<file path="config.mk">
export PLATFORM = sky130hd
export DESIGN_NAME = i2c_adc_target
export DESIGN_NICKNAME = d
export VERILOG_FILES = /design/src/rtl/i2c_pkg.sv /design/src/rtl/i2c_bus_sync.sv /design/src/rtl/i2c_adc_target.sv
export SDC_FILE = /design/constraint.sdc
export NUM_CORES = 1
export LEC_CHECK = 0
export CAP_MARGIN = 20
export CORE_MARGIN = 1
export CORE_UTILIZATION = 45
export DETAILED_ROUTE_END_ITERATION = 10
export PLACE_DENSITY = 0.65
export SLEW_MARGIN = 10
export SYNTH_ARGS = -nofsm -noshare
export SYNTH_HDL_FRONTEND = slang
export SYNTH_SLANG_ARGS = --single-unit
</file>
<file path="constraint.sdc">
create_clock -name clk -period 7.65 [get_ports clk]
set_clock_uncertainty 0.2 [all_clocks]
set_input_delay 1.53 -clock clk [delete_from_list [all_inputs] [get_ports clk]]
set_output_delay 1.53 -clock clk [all_outputs]
set_load 0.05 [all_outputs]
</file>
<file path="src/rtl/i2c_pkg.sv">
// Shared I2C definitions: target FSM states, ACK/NACK bit levels and the
// layout of the 16-bit conversion word returned to the master.
package i2c_pkg;

   typedef enum logic [2:0] {
      ST_IDLE,
      ST_ADDR,
      ST_ADDR_ACK,
      ST_WR_DATA,
      ST_WR_ACK,
      ST_RD_DATA,
      ST_RD_ACK,
      ST_WAIT_STOP
   } i2c_target_state_t;

   localparam logic I2C_ACK  = 1'b0;
   localparam logic I2C_NACK = 1'b1;

   localparam int WORD_W       = 16;
   localparam int WORD_CFG_LSB = 12;
   localparam int WORD_CFG_W   = 2;
   localparam int WORD_SMP_LSB = 0;
   localparam int WORD_SMP_W   = 12;

   // Read word: {2'b00, cfg[1:0], sample[11:0]}
   function automatic logic [WORD_W-1:0] make_word(input logic [WORD_CFG_W-1:0] cfg,
                                                   input logic [WORD_SMP_W-1:0] smp);
      logic [WORD_W-1:0] w;
      w = '0;
      w[WORD_CFG_LSB +: WORD_CFG_W] = cfg;
      w[WORD_SMP_LSB +: WORD_SMP_W] = smp;
      return w;
   endfunction

endpackage

</file>
<file path="src/rtl/i2c_bus_sync.sv">
// SCL/SDA synchronizers with SCL edge strobes and START/STOP detection,
// all derived from the synchronized levels against their previous values.
module i2c_bus_sync #(
   parameter int SYNC_STAGES = 2
) (
   input  logic clk,
   input  logic rst,
   input  logic scl,
   input  logic sda_in,
   output logic sda_s,
   output logic scl_rise,
   output logic scl_fall,
   output logic start_det,
   output logic stop_det
);

   logic [SYNC_STAGES-1:0] scl_sync;
   logic [SYNC_STAGES-1:0] sda_sync;
   logic                   scl_prev;
   logic                   sda_prev;
   logic                   scl_s;

   // Reset to the idle-bus level so no false edge appears on release
   always_ff @(posedge clk) begin
      if (rst) begin
         scl_sync <= '1;
         sda_sync <= '1;
         scl_prev <= 1'b1;
         sda_prev <= 1'b1;
      end else begin
         scl_sync <= {scl_sync[SYNC_STAGES-2:0], scl};
         sda_sync <= {sda_sync[SYNC_STAGES-2:0], sda_in};
         scl_prev <= scl_s;
         sda_prev <= sda_s;
      end
   end

   assign scl_s     = scl_sync[SYNC_STAGES-1];
   assign sda_s     = sda_sync[SYNC_STAGES-1];
   assign scl_rise  =  scl_s & ~scl_prev;
   assign scl_fall  = ~scl_s &  scl_prev;
   assign start_det =  scl_s &  scl_prev &  sda_prev & ~sda_s;
   assign stop_det  =  scl_s &  scl_prev & ~sda_prev &  sda_s;

endmodule

</file>
<file path="src/rtl/i2c_adc_target.sv">
// I2C target emulating the ADC: address byte, configuration writes and
// continuous two-byte conversion reads. SDA is driven open-drain via sda_oe.
module i2c_adc_target import i2c_pkg::*; #(
   parameter logic [6:0] DEV_ADDR    = 7'h28,
   parameter int         SYNC_STAGES = 2
) (
   input  logic        clk,
   input  logic        rst,
   input  logic        scl,
   input  logic        sda_in,
   output logic        sda_oe,
   input  logic [11:0] sample,
   input  logic        sample_valid,
   output logic [7:0]  config_reg,
   output logic        config_wr,
   output logic        busy
);

   logic sda_s, scl_rise, scl_fall, start_det, stop_det;

   i2c_bus_sync #(.SYNC_STAGES(SYNC_STAGES)) u_sync (
      .clk       (clk),
      .rst       (rst),
      .scl       (scl),
      .sda_in    (sda_in),
      .sda_s     (sda_s),
      .scl_rise  (scl_rise),
      .scl_fall  (scl_fall),
      .start_det (start_det),
      .stop_det  (stop_det)
   );

   i2c_target_state_t state;
   logic [2:0]        bit_cnt;
   logic [7:0]        shift_in;
   logic [15:0]       rd_word;
   logic              rd_mode;
   logic              rd_low;
   logic              rd_acked;
   logic [11:0]       holding;
   logic [7:0]        rx_byte;
   logic [7:0]        tx_byte;

   assign rx_byte = {shift_in[6:0], sda_s};
   assign tx_byte = rd_low ? rd_word[7:0] : rd_word[15:8];

   always_ff @(posedge clk) begin
      if (rst) begin
         holding <= 12'h000;
      end else if (sample_valid) begin
         holding <= sample;
      end
   end

   // START/STOP override bit processing; sda_oe otherwise moves only on scl_fall
   always_ff @(posedge clk) begin
      if (rst) begin
         state      <= ST_IDLE;
         bit_cnt    <= 3'd0;
         sda_oe     <= 1'b0;
         config_reg <= 8'h00;
         config_wr  <= 1'b0;
         busy       <= 1'b0;
         rd_mode    <= 1'b0;
         rd_low     <= 1'b0;
         rd_acked   <= 1'b0;
      end else begin
         config_wr <= 1'b0;
         if (start_det) begin
            state    <= ST_ADDR;
            bit_cnt  <= 3'd0;
            busy     <= 1'b1;
            sda_oe   <= 1'b0;
            rd_acked <= 1'b0;
         end else if (stop_det) begin
            state    <= ST_IDLE;
            busy     <= 1'b0;
            sda_oe   <= 1'b0;
            rd_acked <= 1'b0;
         end else begin
            case (state)
               ST_ADDR: begin
                  if (scl_rise) begin
                     shift_in <= rx_byte;
                     bit_cnt  <= bit_cnt + 3'd1;
                     if (bit_cnt == 3'd7) begin
                        if (rx_byte[7:1] == DEV_ADDR) begin
                           state   <= ST_ADDR_ACK;
                           rd_mode <= rx_byte[0];
                           rd_low  <= 1'b0;
                           if (rx_byte[0])
                              rd_word <= make_word(config_reg[5:4], holding);
                        end else begin
                           state <= ST_WAIT_STOP;
                        end
                     end
                  end
               end
               // sda_oe doubles as the phase flag: first fall asserts ACK, second ends it
               ST_ADDR_ACK: begin
                  if (scl_fall) begin
                     if (!sda_oe) begin
                        sda_oe <= 1'b1;
                     end else if (rd_mode) begin
                        state  <= ST_RD_DATA;
                        sda_oe <= ~tx_byte[7];
                     end else begin
                        state  <= ST_WR_DATA;
                        sda_oe <= 1'b0;
                     end
                  end
               end
               ST_WR_DATA: begin
                  if (scl_rise) begin
                     shift_in <= rx_byte;
                     bit_cnt  <= bit_cnt + 3'd1;
                     if (bit_cnt == 3'd7) begin
                        config_reg <= rx_byte;
                        config_wr  <= 1'b1;
                        state      <= ST_WR_ACK;
                     end
                  end
               end
               ST_WR_ACK: begin
                  if (scl_fall) begin
                     if (!sda_oe) begin
                        sda_oe <= 1'b1;
                     end else begin
                        sda_oe <= 1'b0;
                        state  <= ST_WR_DATA;
                     end
                  end
               end
               ST_RD_DATA: begin
                  if (scl_rise) begin
                     bit_cnt <= bit_cnt + 3'd1;
                  end else if (scl_fall) begin
                     if (bit_cnt == 3'd0) begin
                        sda_oe <= 1'b0;
                        state  <= ST_RD_ACK;
                     end else begin
                        sda_oe <= ~tx_byte[~bit_cnt];
                     end
                  end
               end
               ST_RD_ACK: begin
                  if (scl_rise) begin
                     if (sda_s == I2C_ACK) begin
                        rd_acked <= 1'b1;
                        if (rd_low) begin
                           rd_low  <= 1'b0;
                           rd_word <= make_word(config_reg[5:4], holding);
                        end else begin
                           rd_low <= 1'b1;
                        end
                     end else begin
                        state <= ST_WAIT_STOP;
                     end
                  end else if (scl_fall && rd_acked) begin
                     rd_acked <= 1'b0;
                     state    <= ST_RD_DATA;
                     sda_oe   <= ~tx_byte[7];
                  end
               end
               ST_WAIT_STOP: sda_oe <= 1'b0;
               default: ;
            endcase
         end
      end
   end

endmodule

</file>
==> qor.txt, run 1 <==
Main synth FF type -> dfxtp_1
Min Tclk post-route -> 3.65 ns
Final hold vios -> 0
Hold buffer count at CTS -> 0
Worst slew pin tran -> 0.969 ns
H-tree depth -> 3
Average footprint of a synthesized cell -> 11.4 um2
Min-delay src -> u_sync.sda_sync[0]$_SDFF_PP1_
Clk_lat worst skew -> 0.33 ns
Fmax -> 0.274 GHz
Worst setup SP type -> input pin
Power Density -> 225 nW/um2
RSZ-0062 raised after global routing -> false
TritonCTS clock tree -> yes
Hold Crit Depth -> 1
Core box area -> 5270 um2
Worst setup startpoint -> rst
Global placer's final weighted congestion -> 0.777
GR Util met2 -> 24.5%
Reg area -> 1390 um2
Post-DR wirelength/cell -> 14.3 um
Fillers -> 464
Max transition margin -> 35.0%
Setup violators final -> 0
Leakage -> 1.09 nW
Vias -> 1,709
Longest Clk Path Bufs -> 2
Worst Hold Class -> flop to flop
Layout cells sized above 1 -> 13.7%
Worst EP arrival -> 3.40 ns
Die W -> 77.1 um
Final instance area -> 3010 um2
Area of the multi-input gates -> 1050 um2
Port-buffer cells -> 27
Post-route ant nets -> 0
Num CTS Buffers -> 9
Critical Path RT -> 7.40 ns
Syn_nets -> 243
Grt peak-use layer -> met1
Peak supply drop -> 0.145 mV
CP max FO -> 33
1st-iter DRT viols -> 111
Global Route met3 Usage -> 5.71%
Total gr overflow -> 0
Die ar. -> 5950 um2
Max FFs per register -> 14
Initial Util -> 48.2%
Number of diodes -> 0
Flops & latches, synth -> 59
Initial antenna violation count -> 0
Worst Setup Path Type -> input pin to flop
FF-to-FF Start -> state[0]$_SDFFE_PP0P_
R2R depth -> 4
Post-route total power -> 0.676 mW
Max-slew violations -> 0
Syn-to-layout area delta -> 18.3%
FP Rows -> 26
Met1 GRT Util -> 24.9%
Post-synth cell types -> 53
Mapped cell area -> 2540 um2
Nets -> 270
Period utilization -> 47.7%
Post-CTS Resized -> 0
Area after DPL -> 2840 um2
Non-Filler Instances -> 325
CP Capture Type -> flop
CTS sink count -> 59
Placed insts -> 309
First-pass GRT wire length -> 8.03 mm
Post-synthesis cell count -> 223
Gr usage total -> 17.8%
Vias in the first global route -> 1,631
Pre-antenna DRT Iters -> 4
Max-cap violations -> 0
Sequential share of the synthesized area -> 54.8%
Hpwl dp -> 3.18 mm
WL final -> 4.66 mm
CTS Root Cell -> clkbuf_8
Post-synth EDFFs -> 21
IO Pins -> 28
Postcts setup bufs -> 0
Yosys warnings -> 0
CTS clk-pin slew, worst paths -> 0.06 ns
Flop2flop setup slack -> 4.78 ns
Status -> finished clean
Drt drc -> 0
Setup TNS -> 0 ns
Largest net degree at the start of global routing -> 34
Die H -> 77.1 um
DR vias/cell -> 5.26
Ys async rst share -> 0%
## Yosys cell counts, types with 2 or more instances
master     n  area, um2
a211oi_1   5       37.5
a21oi_1    7       35.0
buf_2      2       10.0
buf_6      2       22.5
clkbuf_1   5       18.8
clkbuf_4   2       15.0
dfxtp_1   38        761
edfxtp_1  21        631
ha_1       3       37.5
inv_1      5       18.8
mux2i_1   25        250
mux4_2     4       90.1
nand2_1    6       22.5
nand2b_1   7       43.8
nand3_1    3       15.0
nand4b_1   2       17.5
nor2_1    30        113
nor2b_1    3       18.8
nor3_1     8       40.0
o211ai_1   2       15.0
o21ai_0    4       20.0
o311ai_0   2       17.5
or2_2      6       37.5
or3_1      2       12.5
## layer usage
| metal | vias to the layer above | share of wire (%) |
|---|---|---|
| li1 | 857 | - |
| met1 | 797 | 49 |
| met2 | 49 | 43 |
| met3 | 6 | 5.4 |
| met4 | 0 | 1.9 |
| met5 | - | 0 |
## final cells by class
| class | count | share of cell area, % |
|---|---|---|
| tap | 70 | 2.91 |
| inverter | 6 | 0.749 |
| clock inverter | 3 | 0.500 |
| timing repair buffer | 29 | 9.49 |
| sequential | 59 | 46.3 |
| multi-input combinational | 145 | 35.1 |
| clock buffer | 13 | 4.95 |
## logic make-up (layout without fill, tap and decap cells)
| family | after synthesis | in the layout | share of synthesized area [%] |
|---|---|---|---|
| AO/OA/AOI/OAI | 29 | 29 | 8.27 |
| XOR/XNOR | 2 | 2 | 0.689 |
| adder cells (fa/ha/maj) | 3 | 3 | 1.48 |
| buffers and inverters | 19 | 51 | 3.94 |
| flip-flops | 59 | 59 | 54.8 |
| multiplexers | 29 | 29 | 13.4 |
| AND/OR/NAND/NOR | 82 | 82 | 17.5 |
## metrics by stage
stage,hold WS (ns),worst slack (ns),util (%)
floorplan,0.189,4.11,-
global placement,0.192,3.65,53.9
detailed placement,0.200,3.63,53.9
CTS,0.217,3.98,57.0
global route,0.240,3.80,57.0
finish,0.214,4.00,57.0
## final timing paths
| check | to |
|---|---|
| setup / recovery | rd_word[2]$_DFFE_PP_ |
| hold / removal | u_sync.sda_sync[1]$_SDFF_PP1_ |
| setup reg to reg | rd_word[2]$_DFFE_PP_ |
| hold reg to reg | u_sync.sda_sync[1]$_SDFF_PP1_ |
## critical path, cell delays in order
cell and delay, ns:
clkdlybuf4s50_1 0.40, buf_4 0.23, or2_0 0.39, nor3_2 0.85
## where the power goes
| group | switching (mW) | leakage, nW | internal [mW] |
|---|---|---|---|
| sequential | 0.0233 | 0.502 | 0.335 |
| clock | 0.112 | 0.0872 | 0.125 |
| combinational | 0.0410 | 0.500 | 0.0392 |
| total | 0.176 | 1.09 | 0.499 |
## placed cells by master (no fill, tap or decap), types with 6 or more instances in the layout
| cell | count |
|---|---|
| dfxtp_1 | 38 |
| edfxtp_1 | 21 |
| nand2b_1 | 7 |
| nor3_1 | 7 |
| mux2i_1 | 25 |
| a21oi_1 | 7 |
| nand2_1 | 6 |
| nor2_1 | 30 |
| or2_2 | 6 |
| clkbuf_8 | 10 |
| clkdlybuf4s50_1 | 27 |
No activity file was read; power rests on OpenSTA's default activity.
==> run 2: changes to the inputs <==
==> constraint.sdc (replaced) <==
create_clock -name clk -period 3.5 [get_ports clk]
set_clock_uncertainty 0.2 [all_clocks]
set_input_delay 0.7 -clock clk [delete_from_list [all_inputs] [get_ports clk]]
set_output_delay 0.7 -clock clk [all_outputs]
set_load 0.05 [all_outputs]
==> run 2 against run 1 <==
Compared with the run above:
- sequential cell count unchanged
- cell count is 0.31% higher
- sequential power is 120% higher
- non-clock buffer count grew 2
- hold slack got worse by 0.0033 ns
- sequential share of layout area fell by 0.33 points
- global-route usage down 0.20 points
- critical endpoint is now sda_oe
- largest power group unchanged
==> qor.txt, run 2 (synthesis gave the netlist of run 1 again) <==
Status -> finished clean
Slowest CP cell -> clkdlybuf4s50_1
Core Util, Final -> 57.4% (+0.40 points)
Initial Util -> 48.2% (unchanged)
DR vias/cell -> 5.32 (+1.2%)
Max transition margin -> 53.9% (+19 points)
Worst Setup Path Type -> flop to output port
Max-cap violations -> 0 (unchanged)
Worst path bufs/invs -> 1 (-1)
Met1 GRT Util -> 24.1% (-0.84 points)
Setup violators final -> 0 (unchanged)
FP Rows -> 26 (unchanged)
CP Capture Type -> output port
Post-CTS Resized -> 0 (unchanged)
Clk_lat worst skew -> 0.33 ns (about the same)
Fmax -> 0.401 GHz
CTS Root Cell -> clkbuf_8
Postcts setup bufs -> 0 (unchanged)
CTS clk-pin slew, worst paths -> 0.07 ns (about the same)
Post-DR wirelength/cell -> 14.5 um (+0.91%)
Nets -> 272 (+0.74%)
Hold buffer count at CTS -> 0 (unchanged)
Critical Path RT -> 2.60 ns (-4.80 ns)
RSZ-0062 raised after global routing -> false
Worst setup SP type -> flop
Longest Clk Path Bufs -> 2 (unchanged)
Final hold vios -> 0 (unchanged)
Initial antenna violation count -> 0 (unchanged)
Fillers -> 470 (+1.3%)
Worst slew pin tran -> 0.690 ns (-0.280 ns)
Worst EP arrival -> 1.59 ns (-1.81 ns)
Reg area -> 1390 um2 (unchanged)
Core box area -> 5270 um2 (unchanged)
Syn-to-layout area delta -> 19.1%
Peak supply drop -> 0.286 mV (+96%)
Port-buffer cells -> 27 (unchanged)
Pre-antenna DRT Iters -> 4 (unchanged)
Area of the multi-input gates -> 1050 um2 (unchanged)
Total gr overflow -> 0 (unchanged)
Layout cells sized above 1 -> 14.8% (+1.1 points)
Die W -> 77.1 um (unchanged)
Leakage -> 1.10 nW (+1.4%)
Vias in the first global route -> 1,695 (+3.9%)
CP max FO -> 6 (-82%)
H-tree depth -> 3 (unchanged)
Drt drc -> 0 (unchanged)
Most common cell after layout, fill and taps aside -> dfxtp_1
Crit-path cells -> clkdlybuf4s50_1
Die ar. -> 5950 um2 (unchanged)
Period utilization -> 71.2%
Power Density -> 494 nW/um2 (+120%)
Worst Hold Class -> flop to flop
Gr usage total -> 17.6% (-0.20 points)
Global placer's final weighted congestion -> 0.814 (+4.8%)
Number of diodes -> 0 (unchanged)
Max-slew violations -> 0 (unchanged)
1st-iter DRT viols -> 159 (+43%)
Post-route ant nets -> 0 (unchanged)
Die H -> 77.1 um (unchanged)
Setup TNS -> 0 ns (unchanged)
CTS sink count -> 59 (unchanged)
Num CTS Buffers -> 9 (unchanged)
Max FFs per register -> 14 (unchanged)
Area after DPL -> 2860 um2 (+0.53%)
Hpwl dp -> 3.07 mm (-3.4%)
Crit-path leading delay family -> buffers and inverters
WL final -> 4.71 mm (+1.2%)
Vias -> 1,735 (+1.5%)
Final instance area -> 3030 um2 (+0.71%)
Grt peak-use layer -> met2
Largest net degree at the start of global routing -> 33 (-2.9%)
Min Tclk post-route -> 2.49 ns
TritonCTS clock tree -> yes
Global Route met3 Usage -> 5.00% (-0.71 points)
First-pass GRT wire length -> 8.04 mm (about the same)
Highest-count cells in the layout ignoring fill and taps -> dfxtp_1, nor2_1, clkdlybuf4s50_1, mux2i_1, edfxtp_1
GR Util met2 -> 25.0% (+0.53 points)
IO Pins -> 28 (unchanged)
Largest stage delay on the critical path -> 0.84 ns (about the same)
run 2: cell count changes in the layout (fill, tap and decap cells not counted):
cell,delta
clkbuf_8,+1
clkbuf_1,-2
buf_4,+2
run 2: cell type report:
class | count | share of cell area, %
Clock inverter | 3 | 0.496
Timing Repair Buffer | 31 | 9.92
Multi-Input combinational cell | 145 | 34.8
Clock buffer | 12 | 5.13
Tap cell | 70 | 2.89
Inverter | 6 | 0.744
Sequential cell | 59 | 46.0
run 2: through the flow:
step	hold WS, ns	worst slack [ns]	power, mW	std cells
floorplan	0.189	0.581	0.923	223
CTS	0.214	0.985	1.51	326
detailed placement	0.197	1.02	0.967	311
global route	0.240	0.944	1.56	326
finish	0.211	1.01	1.49	326
global placement	0.193	1.03	0.965	311
run 2: path summary, 6_finish.rpt:
check / start / to / slack, ns / depth (start not counted)
max: sda_oe$_SDFFE_PP0P_ / sda_oe / 1.01 / 1
min: u_sync.sda_sync[0]$_SDFF_PP1_ / u_sync.sda_sync[1]$_SDFF_PP1_ / 0.21 / 1
max reg2reg: state[0]$_SDFFE_PP0P_ / rd_word[2]$_DFFE_PP_ / 1.15 / 5
min reg2reg: u_sync.sda_sync[0]$_SDFF_PP1_ / u_sync.sda_sync[1]$_SDFF_PP1_ / 0.21 / 1
run 2: power breakdown:
part / leakage (nW) / switching [mW] / internal (mW)
registers: 0.502 / 0.0497 / 0.732
clock network: 0.0920 / 0.250 / 0.288
logic: 0.511 / 0.0892 / 0.0857
total: 1.10 / 0.389 / 1.11
run 2: routing by layer:
metal  up-vias  part of all wire, %
met4         0                  1.4
met2        56                   43
met3         5                  5.1
met1       812                   50
met5         -                    0
li1        862                    -
==> run 3: changes to the inputs <==
--- a/config.mk
+++ b/config.mk
@@ -9,7 +9,7 @@
 export CORE_MARGIN = 1
 export CORE_UTILIZATION = 45
 export DETAILED_ROUTE_END_ITERATION = 10
-export PLACE_DENSITY = 0.65
+export PLACE_DENSITY = 0.68
 export SLEW_MARGIN = 10
 export SYNTH_ARGS = -nofsm -noshare
 export SYNTH_HDL_FRONTEND = slang
==> constraint.sdc (replaced) <==
create_clock -name clk -period 2.19 [get_ports clk]
set_clock_uncertainty 0.2 [all_clocks]
set_input_delay 0.438 -clock clk [delete_from_list [all_inputs] [get_ports clk]]
set_output_delay 0.438 -clock clk [all_outputs]
set_load 0.05 [all_outputs]
==> run 3 against run 2 <==
Compared with the run above:
- die area unchanged
- clock power up 93%
- combinational power up 120%
- utilization up 4.6 points
- hold slack worse by 0.0026 ns
- sequential share of layout area down 3.2 points
- critical path depth unchanged
- first-iteration DRC count down 48%
- via count up 4.8%
- global-route usage up 1.3 points
- worst setup slack worse by 0.95 ns
- non-clock buffer count up 20
==> qor.txt, run 3 (synthesis gave the netlist of run 1 again) <==
Most common cell after layout, fill and taps aside -> dfxtp_1
First-pass GRT wire length -> 8.62 mm (+7.2%)
Worst path bufs/invs -> 1 (unchanged)
Critical Path RT -> 1.55 ns (-1.05 ns)
Largest net degree at the start of global routing -> 33 (unchanged)
Gr usage total -> 18.9% (+1.3 points)
Peak supply drop -> 0.745 mV (+160%)
Status -> finished clean
Number of diodes -> 0 (unchanged)
Post-DR wirelength/cell -> 14.2 um (-1.6%)
Postcts setup bufs -> 0 (unchanged)
Initial antenna violation count -> 0 (unchanged)
TritonCTS clock tree -> yes
Core box area -> 5270 um2 (unchanged)
Crit-path cells -> clkdlybuf4s50_1
Area of the multi-input gates -> 1080 um2 (+2.7%)
Hold buffer count at CTS -> 0 (unchanged)
CP max FO -> 3 (-3)
Die H -> 77.1 um (unchanged)
Max FFs per register -> 14 (unchanged)
Min Tclk post-route -> 2.13 ns
Fillers -> 440 (-6.4%)
Max-cap violations -> 0 (unchanged)
RSZ-0062 raised after global routing -> false
Worst slew pin tran -> 0.509 ns (-0.181 ns)
Syn-to-layout area delta -> 28.6%
Final instance area -> 3270 um2 (+7.9%)
CTS sink count -> 59 (unchanged)
DR vias/cell -> 5.24 (-1.6%)
Largest stage delay on the critical path -> 0.82 ns (-0.02 ns)
Longest Clk Path Bufs -> 2 (unchanged)
Clk_lat worst skew -> 0.33 ns (about the same)
Area after DPL -> 3040 um2 (+6.3%)
Worst setup startpoint -> config_reg[4]$_SDFFE_PP0P_
Slowest CP cell -> clkdlybuf4s50_1
Post-route ant nets -> 0 (unchanged)
Power Density -> 809 nW/um2 (+64%)
Crit-path leading delay family -> buffers and inverters
WHS -> 0.208 ns (-0.00259 ns)
H-tree depth -> 3 (unchanged)
Leakage -> 1.26 nW (+14%)
Num CTS Buffers -> 9 (unchanged)
Reg area -> 1400 um2 (+0.36%)
Highest-count cells in the layout ignoring fill and taps -> dfxtp_1, nor2_1, mux2i_1, clkdlybuf4s50_1, buf_4
Layout cells sized above 1 -> 23.8% (+9.0 points)
Hpwl dp -> 3.50 mm (+14%)
CTS Root Cell -> clkbuf_8
Worst setup SP type -> flop
Worst EP arrival -> 1.50 ns (-0.09 ns)
Die ar. -> 5950 um2 (unchanged)
CP Capture Type -> output port
Worst Setup Path Type -> flop to output port
Min-delay src -> u_sync.scl_sync[0]$_SDFF_PP1_
Max-slew violations -> 0 (unchanged)
Fmax -> 0.469 GHz
Global placer's final weighted congestion -> 0.919 (+13%)
WL final -> 4.94 mm (+4.7%)
Period utilization -> 97.5%
FP Rows -> 26 (unchanged)
CTS clk-pin slew, worst paths -> 0.06 ns (about the same)
IO Pins -> 28 (unchanged)
FF-to-FF Start -> state[0]$_SDFFE_PP0P_
Initial Util -> 48.2% (unchanged)
Max transition margin -> 66.0% (+12 points)
Setup violators final -> 0 (unchanged)
Vias in the first global route -> 1,889 (+11%)
Drt drc -> 0 (unchanged)
Pre-antenna DRT Iters -> 5 (+1)
Placed insts -> 331 (+6.4%)
Vias -> 1,818 (+4.8%)
Port-buffer cells -> 27 (unchanged)
Final worst slack -> 0.0558 ns (-0.953 ns)
Total gr overflow -> 0 (unchanged)
1st-iter DRT viols -> 83 (-48%)
Dpl ws -> -0.0508 ns (-1.07 ns)
Nets -> 292 (+7.4%)
Die W -> 77.1 um (unchanged)
Worst Hold Class -> flop to flop
Non-Filler Instances -> 347 (+6.4%)
Final hold vios -> 0 (unchanged)
==> run 3: cell count changes in the layout (fill, tap and decap cells not counted), moves of 2 or more <==
cell,change
dfxtp_2,+4
dfxtp_1,-4
clkbuf_8,-2
dlymetal6s2s_1,+2
clkdlybuf4s50_1,-2
bufinv_16,+2
buf_4,+19
==> run 3: final cells by class <==
cell class | count | area share [%]
repair buffers | 51 | 14.3
clock inverters | 5 | 2.37
inverters | 6 | 0.689
clock buffers | 11 | 4.02
multi-input cells | 145 | 33.2
well taps | 70 | 2.68
flip-flops and latches | 59 | 42.7
==> run 3: final timing paths <==
check	to	slack, ns	depth (start not counted)
max reg2reg	state[0]$_SDFFE_PP0P_	0.09	6
max	config_reg[4]	0.06	1
min reg2reg	u_sync.scl_sync[1]$_SDFF_PP1_	0.21	1
min	u_sync.scl_sync[1]$_SDFF_PP1_	0.21	1
==> run 3: what timing repair did <==
| item | CTS | global route |
|---|---|---|
| endpoints found under the setup margin | 14 | 19 |
| gates resized for setup | 0 | 7 |
| pin swaps | 2 | 0 |
==> run 3: stage by stage <==
stage | total power [mW] | util, % | TNS (ns)
2_1_floorplan | 1.48 | - | -1.83
3_3_place_gp | 1.61 | 57.6 | 0
3_5_place_dp | 1.62 | 57.6 | -0.705
4_1_cts | 2.67 | 61.6 | 0
5_1_grt | 2.77 | 62.0 | 0
6_report | 2.64 | 62.0 | 0
==> run 3: where the power goes <==
group	switching, mW	internal [mW]	total (mW)
combinational	0.198	0.188	0.386
sequential	0.0415	1.17	1.21
clock	0.407	0.637	1.04
==> run 3: layer usage <==
layer / up-vias / part of all wire [%] / track usage (%)
met3: 8 / 3.5 / 5.12
li1: 899 / - / -
met1: 874 / 47 / 23.5
met5: - / 0 / 0
met4: 0 / 1.9 / 9.62
met2: 37 / 48 / 29.9
